==> src/rtl/gshare_pht.sv <==
// Purpose : gshare pattern history table; XORs fetch PC with global history to pick a 2-bit counter.
// Latency : 1 cycle from fetch_valid to registered pred_*; single update port writes on the same edge.
// Backpres: stall freezes pred_* (lookup result dropped), table updates and statistics still proceed.
//
// Ports:
//   clock, reset            - rising-edge clock, asynchronous active-low reset
//   stall                   - hold registered prediction outputs
//   fetch_valid/pc, ghr     - lookup request, fetch PC and registered global history
//   pred_valid/taken/index  - registered prediction and the index it came from
//   upd_valid/index/taken   - resolved-branch counter training
//   upd_mispredict          - statistics only, feeds mispredict_count
//   mispredict_count        - saturating 16-bit count of mispredicted updates

module gshare_pht #(
    parameter int         GHR_W     = 6,
    parameter int         PC_W      = 32,
    parameter int         IDX_W     = 6,
    parameter logic [1:0] CNT_RESET = 2'b01
) (
    input  logic             clock,
    input  logic             reset,
    input  logic             stall,
    input  logic             fetch_valid,
    input  logic [PC_W-1:0]  fetch_pc,
    input  logic [GHR_W-1:0] ghr_fetch,
    output logic             pred_valid,
    output logic             pred_taken,
    output logic [IDX_W-1:0] pred_index,
    input  logic             upd_valid,
    input  logic [IDX_W-1:0] upd_index,
    input  logic             upd_taken,
    input  logic             upd_mispredict,
    output logic [15:0]      mispredict_count
);

    localparam int DEPTH = 1 << IDX_W;

    // Registered prediction bundle.
    typedef struct packed {
        logic             vld;
        logic             taken;
        logic [IDX_W-1:0] idx;
    } pred_t;

    logic [1:0]       cnt_q [DEPTH];
    pred_t            pred_q;
    pred_t            pred_d;
    logic [15:0]      mis_cnt_q;
    logic [15:0]      mis_cnt_d;

    logic [IDX_W-1:0] lkp_idx;
    logic [1:0]       upd_old;
    logic [1:0]       upd_new;
    logic [1:0]       lkp_cnt;

    // Word-offset bits of the PC and anything above the index field do not
    // participate in the hash.
    logic unused_pc_bits;
    assign unused_pc_bits = ^{fetch_pc[PC_W-1:IDX_W+2], fetch_pc[1:0]};

    // History is zero-extended into the low bits of the index.
    assign lkp_idx = fetch_pc[IDX_W+1:2] ^ IDX_W'(ghr_fetch);

    // Saturating train of the entry addressed by the update port.
    always_comb begin
        upd_old = cnt_q[upd_index];
        upd_new = upd_old;
        if (upd_taken) begin
            if (upd_old != 2'b11) upd_new = upd_old + 2'd1;
        end else begin
            if (upd_old != 2'b00) upd_new = upd_old - 2'd1;
        end
    end

    // Write-before-read bypass: a lookup colliding with this cycle's update
    // observes the trained value rather than the stale stored one.
    always_comb begin
        if (upd_valid && (upd_index == lkp_idx)) lkp_cnt = upd_new;
        else                                     lkp_cnt = cnt_q[lkp_idx];
    end

    always_comb begin
        pred_d = pred_q;
        if (!stall) begin
            pred_d.vld = fetch_valid;
            if (fetch_valid) begin
                pred_d.taken = lkp_cnt[1];
                pred_d.idx   = lkp_idx;
            end
        end
    end

    always_comb begin
        mis_cnt_d = mis_cnt_q;
        if (upd_valid && upd_mispredict && (mis_cnt_q != 16'hFFFF))
            mis_cnt_d = mis_cnt_q + 16'd1;
    end

    // Table kept in flops so the asynchronous reset clears every entry.
    always_ff @(posedge clock or negedge reset) begin
        if (!reset) begin
            for (int i = 0; i < DEPTH; i++) cnt_q[i] <= CNT_RESET;
        end else if (upd_valid) begin
            cnt_q[upd_index] <= upd_new;
        end
    end

    always_ff @(posedge clock or negedge reset) begin
        if (!reset) begin
            pred_q    <= '0;
            mis_cnt_q <= '0;
        end else begin
            pred_q    <= pred_d;
            mis_cnt_q <= mis_cnt_d;
        end
    end

    assign pred_valid       = pred_q.vld;
    assign pred_taken       = pred_q.taken;
    assign pred_index       = pred_q.idx;
    assign mispredict_count = mis_cnt_q;

endmodule
==> config.mk <==
export PLATFORM = sky130hd
export DESIGN_NAME = gshare_pht
export DESIGN_NICKNAME = d
export VERILOG_FILES = /design/src/rtl/gshare_pht.sv
export SDC_FILE = /design/constraint.sdc
export NUM_CORES = 1
export LEC_CHECK = 0
export CAP_MARGIN = 20
export CORE_UTILIZATION = 29
export CTS_BUF_LIST = sky130_fd_sc_hd__clkbuf_8
export CTS_CLUSTER_SIZE = 25
export DETAILED_ROUTE_END_ITERATION = 12
export HOLD_SLACK_MARGIN = 0.02
export PLACE_DENSITY = 0.55
export REMOVE_ABC_BUFFERS = 1
export SLEW_MARGIN = 10
export SYNTH_ARGS = -nofsm -noshare
export SYNTH_HDL_FRONTEND = slang
export SYNTH_SLANG_ARGS = --single-unit
==> constraint.sdc <==
create_clock -name clock -period 3 [get_ports clock]
set_clock_uncertainty 0.05 [all_clocks]
set_input_delay 0.9 -clock clock [delete_from_list [all_inputs] [get_ports clock]]
set_output_delay 0.9 -clock clock [all_outputs]
set_load 0.005 [all_outputs]
==> summary.md <==
| Metric | Value |
|---|---|
| Status | `finished, violations left` |
| Failing checks | `negative setup slack` |
| Data arrival time of the worst path | `3410 ps` |
| Most used DFF post-synth | `dfrtp_1` |
| Initial antenna violation count | `0` |
| Hold Buf Count CTS | `0` |
| CP Data Required Time | `3340 ps` |
| Worst slew margin | `60.46%` |
| Tmin final | `3063 ps` |
| Clock Latency Late Sink | `470 ps` |
| Setup_tns | `-3346 ps` |
| Cell Area, Synth | `7998 um2` |
| I/O pin total | `75` |
| Number of global-route vias before repair | `6382` |
| Clock Power Share | `30.8%` |
| Post-DR vias/cell | `4.973` |
| Post-route cell area | `10480 um2` |
| Synth Warn # | `0` |
| H-Tree Depth | `4` |
| Switching share of power | `29.05%` |
| DRC | `0` |
| Total Die Area | `28250 um2` |
| Share of cells above drive strength 1 | `39.56%` |
| Routability Congestion | `0.8459` |
| Logic pwr share | `23.2%` |
| Total Routed Length | `23070 um` |
| CTS tree | `yes` |
| Max frequency | `326.4 MHz` |
| Peak supply drop | `0.3420 mV` |
| Crit path max-delay family | `multiplexers` |
| Die Ht | `168.1 um` |
| P_int | `0.004194 W` |
| Most frequent cells in the layout | `buf_4, nand2_1, dfrtp_1, nor2_1, dfstp_2` |
| Via count | `6196` |
| ANT nets after route | `0` |
| Power Dens Cells | `564.2 nW/um2` |
| Final Max Slew Viols | `0` |
| Row Count | `60` |
| Post-synth top area share | `27.53%` |
| CP max FO | `32` |
| Total grt overflow | `0` |
| Cells after Synth | `729` |
| Worst slack at placement | `-869.6 ps` |
| DR WL/cell | `18.52 um` |
| Asr flop ratio synth | `100.0%` |
| Critical-path cell list | `buf_16 > buf_6 > mux4_2 > o211ai_1 > nand4_1 > or4_1 > maj3_4 > buf_12 > mux2_2` |
| Die width | `168.1 um` |
| Measured slew at the worst slew-check pin | `593.2 ps` |
| Worst R2R Setup Slack | `230 ps` |
| Critical Path Sink Type | `flop` |
| Clock Tree Root | `clkbuf_8` |
| Post-synth EDFFs | `0` |
| Total of max-cap violations | `0` |
| CTS buffer count | `17` |
| Crit path largest cell delay | `480 ps` |
| Effective utilization at floorplan | `29.59%` |
| Number of distinct library cells after synthesis | `61` |
| Port bufs | `48` |
| Register area share after synthesis | `48.56%` |
| CORE AREA | `27030 um2` |
| Finished Layout Cells | `1246` |
| DRT iter0 DRCs | `346` |
| RSZ-0062 raised after global routing | `true` |
| CP startpoint kind | `input port` |
| Synth area leaders | `dfrtp_1, dfstp_2, mux2_2` |
| Mean Syn Cell Area | `10.97 um2` |
| Placed inst area | `9789 um2` |
| Dpl cells | `1208` |
| Seq pwr share | `46.0%` |
| FF-to-FF path depth | `7` |
| Layout Nets | `944` |
| Final hold violations | `0` |
| Levels on crit path | `9` |
| WP buf/inv | `3` |
| GR Util All Layers | `16.85%` |
| Period utilisation layout | `102.1%` |
| Pre-Repair DR Iteration Count | `5` |
| P_sw | `0.001717 W` |
| Clock Sinks | `152` |
| Class of the worst hold path | `input port to async pin` |
| Reg clk slew, reported paths | `100 ps` |
| Detail Placement HPWL | `16600 um` |
| Finish-stage setup viols | `81` |
| CTS Buffer Depth | `2` |
| Setup ws final | `-63.27 ps` |
| Pin count of the biggest net entering global routing | `48` |
| Most common cell after layout, fill and taps aside | `buf_4` |
| Worst setup path category | `input port to flop` |
| Top cell type by total area after synthesis | `dfrtp_1` |
| Area Overhead vs Synth | `31.01%` |
| # diodes | `0` |
| Leakage | `4.379 nW` |
| Slowest-stage cell, CP | `mux4_2` |
| First-pass GRT wire length | `36310 um` |
| FF+latch count, synth | `152` |
## registers in the layout, indices dropped and copies added, names as in the netlist
signal and flops:
cnt_q 128, mispredict_count 16, pred_index 6, pred_taken 1, pred_valid 1
## worst paths after layout
path	endpoint	from
setup / recovery	cnt_q[8]	upd_index[0]
hold / removal	cnt_q[17]	reset
setup reg to reg	cnt_q[8]	cnt_q[121]
hold reg to reg	pred_index[0]	pred_index[0]
max in group asynchronous	cnt_q[108]	reset
min in group clock	pred_index[0]	pred_index[0]
## final cells by class
class / count / area [um2]
fill: 2648 / 16550
multi-input combinational: 527 / 3943
sequential: 152 / 3884
timing repair buffer: 186 / 1740
tap: 341 / 426.7
clock buffer: 19 / 261.5
clock inverter: 13 / 192.7
inverter: 8 / 30.03
## metrics by stage
step | power (W) | hold WS (ps) | utilization [%]
CTS | 0.005887 | 315.4 | 38.18
detailed placement | 0.004043 | 413.1 | 36.22
global placement | 0.004013 | 413.4 | 36.22
floorplan | 0.003368 | 408.7 | -
finish | 0.005912 | 320.6 | 38.77
global route | 0.006205 | 317.0 | 38.77
## synthesized netlist by cell type (11+ instances only)
master and count:
xor2_1 11, a21oi_1 39, nand2_1 97, mux2_2 67
nand3_1 28, mux4_2 31, dfrtp_1 88, buf_2 14
o21ai_0 24, mux2i_1 16, nor2_1 77, o21ai_1 18
dfstp_2 64, xnor2_1 18
## what timing repair did
action / in CTS / in global routing
pin swaps: 2 / 3
endpoints found under the setup margin: 129 / 129
hold endpoints to repair: 0 / 0
setup buffers: 2 / 1
gates cloned: 0 / 3
gates resized for setup: 17 / 27
## power by group through the flow
stage | logic [W] | registers (W) | clock network (W)
after floorplan | 0.000693 | 0.00268 | 0
after global placement | 0.00127 | 0.00274 | 0
after detailed placement | 0.00129 | 0.00275 | 0
after CTS | 0.00130 | 0.00272 | 0.00186
after global routing | 0.00149 | 0.00277 | 0.00195
final | 0.00137 | 0.00272 | 0.00182
## per-layer routing
metal	vias to the layer above	routed length, um	share of wire (%)	GRT usage (%)
met5	-	0	0	0
met4	0	507	2.2	5.455
met3	32	1176	5.1	3.879
met2	155	10620	46	26.52
met1	3064	10770	47	22.94
li1	2945	-	-	-
## kinds of logic after synthesis
kind of cell / synth area share, %
AO/OA/AOI/OAI: 9.371
XOR/XNOR: 3.176
adder cells (fa/ha/maj): 0.4693
buffers and inverters: 3.583
flip-flops: 48.56
multiplexers: 20.17
AND/OR/NAND/NOR: 14.67
Power figures use the tool's default switching activity.
